File: src/rtl/ccu25_link_responder.sv
// ccu25_link_responder: CCU25 endpoint of the 8-bit strobed parallel link.
// Decodes command/data bytes from the bridge into 16-bit register-bus
// accesses and returns read data as two strobed bytes on the link.
// Optional feature: define CCU25_TIMEOUT_EN to abort write frames that stall
// for TIMEOUT_CYC cycles between bytes.
module ccu25_link_responder #(
    parameter int STROBE_W    = 4,
    parameter int TIMEOUT_CYC = 1024
) (
    input  logic        clk,
    input  logic        rst,
    input  logic        strobe_in,
    input  logic [7:0]  link_data_in,
    output logic [7:0]  link_data_out,
    output logic        link_data_oe,
    output logic        strobe_out,
    output logic [6:0]  reg_addr,
    output logic [15:0] reg_wdata,
    output logic        reg_we,
    output logic        reg_re,
    input  logic [15:0] reg_rdata,
    output logic        frame_err,
    input  logic        err_clr
);

    typedef enum logic [2:0] {IDLE, WR_HI, WR_LO, RD_WAIT, TX} state_t;

    // Per-byte phase counter: 0 = SETUP, 1..STROBE_W = STROBE, STROBE_W+1 = HOLD
    localparam logic [4:0] STB_LAST = 5'(STROBE_W);
    localparam logic [4:0] HOLD_PH  = 5'(STROBE_W + 1);

    if (STROBE_W < 1 || STROBE_W > 15 || TIMEOUT_CYC < 4 || TIMEOUT_CYC > 65535) begin : g_param_chk
        $error("ccu25_link_responder: parameter out of range");
    end

    state_t      state_q;
    logic        sync1_q, sync2_q, prev_q;
    logic [4:0]  ph_q;
    logic        byte_q;
    logic [7:0]  lo_q;
    logic [7:0]  dout_q;
    logic        oe_q, stb_q;
    logic [6:0]  addr_q;
    logic [15:0] wdata_q;
    logic        we_q, re_q;
    logic        err_q;

    logic        rise;
    logic        in_wr;
    logic        drop_err;
    logic        tmo_hit;

    // Bring the asynchronous strobe into clk and keep one delayed copy for edge detect
    always_ff @(posedge clk or posedge rst) begin
        if (rst) begin
            sync1_q <= 1'b0;
            sync2_q <= 1'b0;
            prev_q  <= 1'b0;
        end else begin
            sync1_q <= strobe_in;
            sync2_q <= sync1_q;
            prev_q  <= sync2_q;
        end
    end

    assign rise     = sync2_q & ~prev_q;
    assign in_wr    = (state_q == WR_HI) || (state_q == WR_LO);
    assign drop_err = rise & ((state_q == RD_WAIT) || (state_q == TX));

`ifdef CCU25_TIMEOUT_EN
    logic [15:0] tmo_q;

    // An accepted byte always wins over an expiring counter on the same edge
    assign tmo_hit = in_wr & ~rise & (tmo_q == 16'(TIMEOUT_CYC - 1));

    // Idle-gap counter: restarts on every accepted byte, runs only inside a write frame
    always_ff @(posedge clk or posedge rst) begin
        if (rst) begin
            tmo_q <= 16'd0;
        end else if (rise || !in_wr) begin
            tmo_q <= 16'd0;
        end else begin
            tmo_q <= tmo_q + 16'd1;
        end
    end
`else
    assign tmo_hit = 1'b0;
`endif

    // Sticky frame error; a new error in the same cycle beats err_clr
    always_ff @(posedge clk or posedge rst) begin
        if (rst) begin
            err_q <= 1'b0;
        end else if (drop_err || tmo_hit) begin
            err_q <= 1'b1;
        end else if (err_clr) begin
            err_q <= 1'b0;
        end
    end

    // Frame decode, register-bus strobes and response serializer
    always_ff @(posedge clk or posedge rst) begin
        if (rst) begin
            state_q <= IDLE;
            ph_q    <= 5'd0;
            byte_q  <= 1'b0;
            lo_q    <= 8'd0;
            dout_q  <= 8'd0;
            oe_q    <= 1'b0;
            stb_q   <= 1'b0;
            addr_q  <= 7'd0;
            wdata_q <= 16'd0;
            we_q    <= 1'b0;
            re_q    <= 1'b0;
        end else begin
            we_q <= 1'b0;
            re_q <= 1'b0;
            case (state_q)
                IDLE: begin
                    if (rise) begin
                        addr_q <= link_data_in[6:0];
                        if (link_data_in[7]) begin
                            re_q    <= 1'b1;
                            state_q <= RD_WAIT;
                        end else begin
                            state_q <= WR_HI;
                        end
                    end
                end
                WR_HI: begin
                    if (rise) begin
                        wdata_q[15:8] <= link_data_in;
                        state_q       <= WR_LO;
                    end else if (tmo_hit) begin
                        state_q <= IDLE;
                    end
                end
                WR_LO: begin
                    if (rise) begin
                        wdata_q[7:0] <= link_data_in;
                        we_q         <= 1'b1;
                        state_q      <= IDLE;
                    end else if (tmo_hit) begin
                        state_q <= IDLE;
                    end
                end
                RD_WAIT: begin
                    // First RD_WAIT cycle is the reg_re cycle; read data is valid the cycle after
                    if (!re_q) begin
                        dout_q  <= reg_rdata[15:8];
                        lo_q    <= reg_rdata[7:0];
                        oe_q    <= 1'b1;
                        ph_q    <= 5'd0;
                        byte_q  <= 1'b0;
                        state_q <= TX;
                    end
                end
                TX: begin
                    if (ph_q == HOLD_PH) begin
                        stb_q <= 1'b0;
                        ph_q  <= 5'd0;
                        if (!byte_q) begin
                            byte_q <= 1'b1;
                            dout_q <= lo_q;
                        end else begin
                            oe_q    <= 1'b0;
                            dout_q  <= 8'd0;
                            state_q <= IDLE;
                        end
                    end else begin
                        ph_q  <= ph_q + 5'd1;
                        stb_q <= (ph_q < STB_LAST);
                    end
                end
                default: state_q <= IDLE;
            endcase
        end
    end

    assign link_data_out = dout_q;
    assign link_data_oe  = oe_q;
    assign strobe_out    = stb_q;
    assign reg_addr      = addr_q;
    assign reg_wdata     = wdata_q;
    assign reg_we        = we_q;
    assign reg_re        = re_q;
    assign frame_err     = err_q;

endmodule

File: config.mk
export PLATFORM = sky130hd
export DESIGN_NAME = ccu25_link_responder
export DESIGN_NICKNAME = d
export VERILOG_FILES = /design/src/rtl/ccu25_link_responder.sv
export SDC_FILE = /design/constraint.sdc
export NUM_CORES = 1
export LEC_CHECK = 0
export ABC_AREA = 1
export BUFFER_PORTS_ARGS = -buffer_cell sky130_fd_sc_hd__buf_4
export CORE_ASPECT_RATIO = 2
export CORE_MARGIN = 2
export CORE_UTILIZATION = 52
export DETAILED_ROUTE_END_ITERATION = 8
export PLACE_DENSITY_LB_ADDON = 0.12
export SYNTH_ARGS = -nofsm -noshare
export SYNTH_HDL_FRONTEND = slang
export SYNTH_SLANG_ARGS = --single-unit
export TNS_END_PERCENT = 10
File: constraint.sdc
create_clock -name clk -period 1.6 [get_ports clk]
set_input_delay 0 -clock clk [delete_from_list [all_inputs] [get_ports clk]]
set_output_delay 0 -clock clk [all_outputs]
set_load 0.01 [all_outputs]
# Word level (Yosys, flattened, before mapping)
# Cells that the tools add are included.
[word_totals] reg_bits=56 in_bits=28 out_inout_bits=36 word_cells=75
[op_classes] addsub=1 n_lt_le_gt_ge=1 eq_ne=11 muxes=30 bitwise_logic=4 n_reduce_logical=12
[ops] cell="$mux W8" n=3
[ops] cell="$mux W3" n=6
[ops] cell="$pmux W8 S2" n=1
[ops] cell="$pmux W3 S5" n=1
[ops] cell="$mux W1" n=13
[ops] cell="$mux W5" n=2
[ops] cell="$ne A2 B2 Y1 const B" n=5
[ops] cell="$pmux W5 S2" n=1
[ops] cell="$reduce_and A2 Y1" n=5
[ops] cell="$eq A3 B2 Y1 const B" n=2
[ops] cell="$reduce_and A6 Y1" n=1
[ops] cell="$add A5 B1 Y5 const B" n=1
[ops] cell="$eq A5 B3 Y1 const B" n=1
[ops] cell="$lt A5 B3 Y1 const B" n=1
[ops] cell="$pmux W1 S2" n=2
[ops] cell="$reduce_and A4 Y1" n=1
[ops] cell="$reduce_bool A2 Y1" n=2
[ops] cell="$eq A3 B1 Y1 const B" n=1
[ops] cell="$eq A3 B3 Y1 const B" n=1
[ops] cell="$logic_not A3 Y1" n=1
[ops] cell="$reduce_and A3 Y1" n=1
[ops] cell="$and A1 B1 Y1" n=2
[ops] cell="$mux W2" n=1
[ops] cell="$ne A2 B1 Y1 const B" n=1
[ops] cell="other kinds (2)" n=3

# Depth between registers and ports, before layout
# Gate-level depths: netlist of the first run.
[depth] word_depth=4 depth_mapped=9 ltp_nobuf=8

# Worst setup path before layout of the first run
# Ideal clock, no wire load.
[synth_timing] kind="register -> register" from="reg ph_q[0]" to="reg dout_q[0], in the netlist link_data_out[0]" setup_time_ps=116 arrival_ps=1127 t_required_ps=1484 setup_slack_ps=357 stages_incl_launch_ff=8 path_buffers=0 period_less_slack_ps=1243 path_cell_list="dfrtp_1 > ha_1 > nand4_1 > nand2_4 > nand2_4 > inv_4 > nand2_1 > nand2_1"
[synth_via] elab_chain_len=3
[synth_rtl] element="start, declared" line_no="38" source="logic [4:0] ph_q;"
[synth_rtl] element="start signal, assigned" line_no="171" source="ph_q <= ph_q + 5'd1;"
[synth_rtl] element="$eq A5 B3 Y1" line_no="159" source="if (ph_q == HOLD_PH) begin"
[synth_rtl] element="$ne A2 B1 Y1 (no source line)"
[synth_rtl] element="$reduce_and A3 Y1 (no source line)"
[synth_rtl] element="end signal, assigned" line_no="150" source="dout_q <= reg_rdata[15:8];"
[synth_rtl] element="end signal, assigned" line_no="164" source="dout_q <= lo_q;"
[synth_rtl] element="end, declared" line_no="41" source="logic [7:0] dout_q;"
# No other way between the ends.
# A chain may end at the register's enable or synchronous reset.

# Final worst setup path of the first run
[layout_timing] from="reg ph_q[1]" to="reg dout_q[5], in the netlist link_data_out[5]"
# The elaborated chain is that of the path after synthesis.

==> impl_results.md, run 1 <==
- Status: finished, final reports clean
- Leakage: 0.00171 µW
- DRT antenna net count: 0
- Net Count, Synth: 295
- Area occupied by multi-input gates: 823 µm²
- Grt ovf: 0
- Row cnt: 34
- Initial antenna violation count: 0
- Crit-path max FO: 10
- Largest net degree at the start of global routing: 32
- Worst-path cell with the longest stage delay: dfrtp_1
- Global-route wire length before repair: 8.82 mm
- RSZ-0062 raised after global routing: false
- Fillers: 349
- Root buffer cell: clkbuf_8
- Area growth, synth to finish: 33.4%
- Hold-fix buffers, CTS: 16
- Final setup TNS: 0 ns
- Setup ws final: 0.181 ns
- Die X: 51.8 µm
- Vias: 1,943
- Clk_lat worst skew: 0.30 ns
- Post-CTS Setup Bufs: 0
- PwrDens: 1770 nW/µm²
- Chip height: 99.5 µm
- Worst-Margin Slew: 0.644 ns
- Fin. max-slew vios: 0
- Ports: 64
- Peak VDD IR: 1.34 mV
- Fin nets: 378
- Sink Count: 56
- Post-Syn Area: 2370 µm²
- Final wirelength: 5.20 mm
- Register area: 1400 µm²
- Final Wtd Congestion: 0.822
- TritonCTS clock tree: yes
- Worst hold path type: primary input to flip-flop
- Final min period: 1.42 ns
- Starting DRT DRC Count: 28
- Seq cells post-synth: 56
- Final Hold Fails: 0
- Die ar.: 5150 µm²
- Syn Inst Count: 265
- Rel. slew slack: 57.0%
- WL per Instance: 12.9 µm
- Main area contributors after synthesis: dfrtp_1 (59%), nand2_1 (16%), o21ai_0 (7.2%)
- Clock Path Buffers: 2
- Total CTS buffers: 5
- Crit. End Element: flip-flop
- DRT Pass-1 Iters: 4
- Core box area: 4380 µm²
- CTS H-tree depth: 2
- Residual DRC count: 0
- Seq/Total Area, Yosys: 59.0%
- Warnings, synthesis: 0
- Post-synth cell types: 26
- Most frequent cells in the layout: nand2_1 (99), buf_4 (67), dfrtp_1 (56)
- Clock skew: 0.00459 ns
- I/O Buffers: 63
- CTS resizes: 0
- ANT cells: 0
- Area leader, netlist: dfrtp_1
- Arrival time of the worst setup path: 1.67 ns
- Synth top area share: 59.0%
- Required time of the critical path: 1.85 ns
- Avg Synthesized Cell Area: 8.96 µm²
- Critical path class: flip-flop to flip-flop
- Cell Chain, Critical Path: inv_1 > ha_1 > nand4_1 > nand2_4 > nand2_4 > inv_4 > nand2_1 > nand2_1
- Fmax: 705 MHz
- Max_cap viols: 0
- Final Setup Violations: 0
- Ratio of cells with drive above 1 in the final layout: 24.9%
- Post-DP HPWL: 3.79 mm
- Clock slew at reported path FFs: 0.10 ns
- CP peak stage delay: 0.42 ns
- Crit path launch type: flip-flop
- Vias in the first global route: 2,008
- Pre-CTS WS: 0.192 ns
- Vias per inst: 4.82
- Most common cell after layout, fill and taps aside: nand2_1
- Period utilization: 88.7%
- Initial core utilization: 54.2%
- Total GRT Usage: 22.7%
## sequential cells by signal (all words and copies together), names as in the netlist
signal,count
link_data_oe,1
reg_re,1
state_q,3
strobe_out,1
lo_q,8
reg_we,1
link_data_out,8
prev_q,1
reg_wdata,16
sync2_q,1
ph_q,5
byte_q,1
sync1_q,1
reg_addr,7
frame_err,1
## Yosys cell counts
master,instances
a21oi_1,2
buf_6,2
o21ai_1,1
o22ai_1,2
xor2_1,1
buf_2,5
inv_4,1
nand4_2,2
nand4_1,4
nand3_1,11
nand2_4,2
nor2_1,8
nand2_2,2
o31ai_1,1
nor2_4,1
inv_1,20
o21ai_0,34
inv_2,2
clkbuf_2,1
dfrtp_1,56
or2_2,1
o211a_1,1
o21bai_1,2
nand2_1,99
ha_1,2
clkinv_1,2
## power by group
part / internal [µW] / switching [µW] / leakage [µW] / total (µW)
logic: 1090 / 1260 / 0.000968 / 2350
clock network: 353 / 447 / 0.0000445 / 800
registers: 2030 / 413 / 0.000694 / 2440
total: 3470 / 2120 / 0.00171 / 5590
## critical path, delay by kind of cell (launching register included)
family,cells,cell delay [ns]
fa+ha+maj,1,0.16
flops,1,0.42
simple gates,5,0.59
buf+inv,2,0.19
## logic make-up after synthesis
logic type	after synthesis	share of synthesized area [%]
and+or+nand+nor	130	23.6
xor gates and xnor gates	1	0.369
adders and majority gates	2	1.05
buffers and inverters	33	6.27
DFF	56	59.0
AOI/OAI and AO/OA	43	9.70
## cell type report
cell class,count,area share [%]
flip-flops and latches,56,44.3
multi-input cells,176,26.0
repair buffers,84,21.6
inverters,25,3.04
clock buffers,7,2.73
well taps,54,2.13
clock inverters,1,0.237
## final timing paths
path | startpoint | end | slack, ns | depth (start not counted)
min reg2reg | sync1_q$_DFF_PP0_ | sync2_q$_DFF_PP0_ | 0.36 | 0
min | link_data_in[0] | reg_addr[0]$_DFFE_PP0P_ | 0.00005 | 3
max reg2reg | ph_q[1]$_DFFE_PP0P_ | link_data_out[5]$_DFFE_PP0P_ | 0.18 | 8
max in group asynchronous | rst | state_q[2]$_DFFE_PP0P_ | 0.70 | 4
max | ph_q[1]$_DFFE_PP0P_ | link_data_out[5]$_DFFE_PP0P_ | 0.18 | 8
min in group asynchronous | rst | reg_wdata[6]$_DFFE_PP0P_ | 0.33 | 3
## routing by layer
| layer | share of wire [%] | track usage (%) | vias to the layer above |
|---|---|---|---|
| met2 | 55 | 42.1 | 45 |
| met3 | 3.9 | 4.80 | 7 |
| li1 | - | - | 1007 |
| met5 | 0 | 0 | - |
| met1 | 39 | 24.3 | 884 |
| met4 | 1.7 | 7.89 | 0 |
## metrics by stage
| step | area, µm² | utilization (%) | hold slack, ns | power [µW] | std cells |
|---|---|---|---|---|---|
| after floorplan | 2370 | - | 0.0314 | 3810 | 265 |
| after global placement | 2910 | 66.4 | 0.111 | 4750 | 379 |
| after detailed placement | 2910 | 66.4 | 0.112 | 4820 | 379 |
| after CTS | 3170 | 72.2 | 0.00215 | 5650 | 403 |
| after global routing | 3170 | 72.2 | 0.000355 | 6080 | 403 |
| final | 3170 | 72.2 | 0.0000507 | 5590 | 403 |
No activity file was read; power rests on OpenSTA's default activity.
==> run 2: changes to the inputs <==
--- a/config.mk
+++ b/config.mk
@@ -12,6 +12,7 @@
 export CORE_UTILIZATION = 52
 export DETAILED_ROUTE_END_ITERATION = 8
 export PLACE_DENSITY_LB_ADDON = 0.12
+export RECOVER_POWER = 50
 export SYNTH_ARGS = -nofsm -noshare
 export SYNTH_HDL_FRONTEND = slang
 export SYNTH_SLANG_ARGS = --single-unit
==> impl_results.md, run 2 (synthesized netlist as in run 1, its figures left out) <==
- WHS: 0.00119 ns (was 0.0000507 ns)
- Grt ovf: 0 (unchanged)
- Dpl cell area: 2910 µm² (unchanged)
- Rel. slew slack: 23.2% (was 57.0%)
- Largest net degree at the start of global routing: 32 (unchanged)
- Period utilization: 88.6% (was 88.7%)
- WL per Instance: 12.8 µm (was 12.9 µm)
- Worst hold path type: primary input to flip-flop (unchanged)
- M3 GR Usage: 4.80% (unchanged)
- Chip height: 99.5 µm (unchanged)
- Pre-CTS WS: 0.192 ns (unchanged)
- Clk_lat worst skew: 0.30 ns (about the same)
- Post-CTS Setup Bufs: 0 (unchanged)
- Total CTS buffers: 5 (unchanged)
- Crit. End Element: flip-flop (unchanged)
- Status: finished, final reports clean (unchanged)
- DRT antenna net count: 0 (unchanged)
- Arrival time of the worst setup path: 1.67 ns (about the same)
- TritonCTS clock tree: yes (unchanged)
- Starting DRT DRC Count: 28 (unchanged)
- Fin. max-slew vios: 0 (unchanged)
- Post-DP HPWL: 3.79 mm (unchanged)
- DRT Pass-1 Iters: 4 (unchanged)
- Final wirelength: 5.17 mm (was 5.20 mm)
- Setup ws final: 0.182 ns (was 0.181 ns)
- Final Wtd Congestion: 0.822 (unchanged)
- Critical path class: flip-flop to flip-flop (unchanged)
- CTS H-tree depth: 2 (unchanged)
- Root buffer cell: clkbuf_8 (unchanged)
- Die X: 51.8 µm (unchanged)
- Row cnt: 34 (unchanged)
- Min-delay src: link_data_in[2] (was link_data_in[0])
- R2R Setup Slk: 0.18 ns (about the same)
- Final Hold Fails: 0 (unchanged)
- Most used routing layer: met2 (unchanged)
- R2R cell count: 8 (unchanged)
- Met2 Use GR: 42.1% (unchanged)
- Max_cap viols: 0 (unchanged)
- Total GRT Usage: 22.7% (unchanged)
- Vias per inst: 4.86 (was 4.82)
- R2r startpoint: ph_q[1]$_DFFE_PP0P_ (unchanged)
- GRT met1 Usage: 24.3% (unchanged)
- Hold depth: 3 (unchanged)
- Area growth, synth to finish: 27.7% (was 33.4%)
- CTS resizes: 0 (unchanged)
- Peak VDD IR: 1.33 mV (was 1.34 mV)
- ANT cells: 0 (unchanged)
- Fmax: 705 MHz (about the same)
- I/O Buffers: 63 (unchanged)
- Required time of the critical path: 1.85 ns (about the same)
- Initial antenna violation count: 0 (unchanged)
- Leakage: 0.00157 µW (was 0.00171 µW)
- Sink Count: 56 (unchanged)
- Fin nets: 378 (unchanged)
- Number of flip-flops in the largest register: 16 (unchanged)
- Crit path launch type: flip-flop (unchanged)
- Vias: 1,958 (was 1,943)
- Core box area: 4380 µm² (unchanged)
- Ports: 64 (unchanged)
- Die ar.: 5150 µm² (unchanged)
- PwrDens: 1730 nW/µm² (was 1770 nW/µm²)
- Final Cell Area: 3030 µm² (was 3170 µm²)
- Clock slew at reported path FFs: 0.10 ns (about the same)
- Initial core utilization: 54.2% (unchanged)
- Worst Hold End: reg_wdata[10]$_DFFE_PP0P_ (was reg_addr[0]$_DFFE_PP0P_)
- Final min period: 1.42 ns (about the same)
- Ratio of cells with drive above 1 in the final layout: 14.3% (was 24.9%)
- Most common cell after layout, fill and taps aside: nand2_1 (unchanged)
- Residual DRC count: 0 (unchanged)
- Final setup TNS: 0 ns (unchanged)
- Crit-path max FO: 10 (unchanged)
- Global-route wire length before repair: 8.82 mm (unchanged)
- Clock Path Buffers: 2 (unchanged)
- RSZ-0062 raised after global routing: false (unchanged)
- Clock skew: 0.00469 ns (was 0.00459 ns)
- Final Setup Violations: 0 (unchanged)
- Hold-fix buffers, CTS: 16 (unchanged)
- Most frequent cells in the layout: nand2_1 (99), dfrtp_1 (56), clkbuf_1 (37) (was nand2_1 (99), buf_4 (67), dfrtp_1 (56))
- Vias in the first global route: 2,008 (unchanged)
- Reg2reg end: link_data_out[5]$_DFFE_PP0P_ (unchanged)
- Worst-Margin Slew: 1.15 ns (was 0.644 ns)
## run 2: cell types whose count changed in the layout (fill, tap and decap cells not counted)
cell and delta:
clkbuf_4 +2, clkbuf_1 +36, inv_1 +1, inv_2 -1, buf_4 -38
## run 2: through the flow
step / power, µW / std cells / utilization (%)
floorplan: 3810 / 265 / -
global placement: 4750 / 379 / 66.4
detailed placement: 4820 / 379 / 66.4
CTS: 5650 / 403 / 72.2
global route: 5730 / 403 / 69.2
finish: 5250 / 403 / 69.2
## run 2: critical path, cell delays in order (launching register included)
cell     delay, ns
dfrtp_1       0.42
inv_1         0.08
ha_1          0.16
nand4_1       0.21
nand2_4       0.16
nand2_4       0.11
inv_4         0.11
nand2_1       0.06
nand2_1       0.05
## run 2: per-layer routing
| metal | part of all wire [%] | vias up |
|---|---|---|
| li1 | - | 1009 |
| met1 | 39 | 897 |
| met2 | 56 | 45 |
| met3 | 3.9 | 7 |
| met4 | 1.7 | 0 |
| met5 | 0 | - |
## run 2: cell type report
type | count | area (µm²)
sequential | 56 | 1400
inverter | 25 | 96.3
timing repair buffer | 84 | 548
fill | 396 | 1350
clock buffer | 7 | 86.3
tap | 54 | 67.6
clock inverter | 1 | 7.51
multi-input combinational | 176 | 823
## run 2: how the worst max path moves through the flow
stage	from	endpoint	slack, ns	depth (start not counted)
after floorplan	rst	byte_q$_DFFE_PP0P_	0.23	1
after global placement	ph_q[1]$_DFFE_PP0P_	link_data_out[6]$_DFFE_PP0P_	0.25	8
after detailed placement	ph_q[1]$_DFFE_PP0P_	link_data_out[3]$_DFFE_PP0P_	0.19	8
after CTS	ph_q[1]$_DFFE_PP0P_	link_data_out[3]$_DFFE_PP0P_	0.17	8
after global routing	ph_q[1]$_DFFE_PP0P_	link_data_out[1]$_DFFE_PP0P_	0.04	8
final	ph_q[1]$_DFFE_PP0P_	link_data_out[5]$_DFFE_PP0P_	0.18	8
## run 2: where the power goes
part	switching (µW)	leakage [µW]	internal, µW
clock	442	0.0000445	353
sequential	399	0.000694	2030
combinational	1260	0.000831	762
total	2100	0.00157	3140
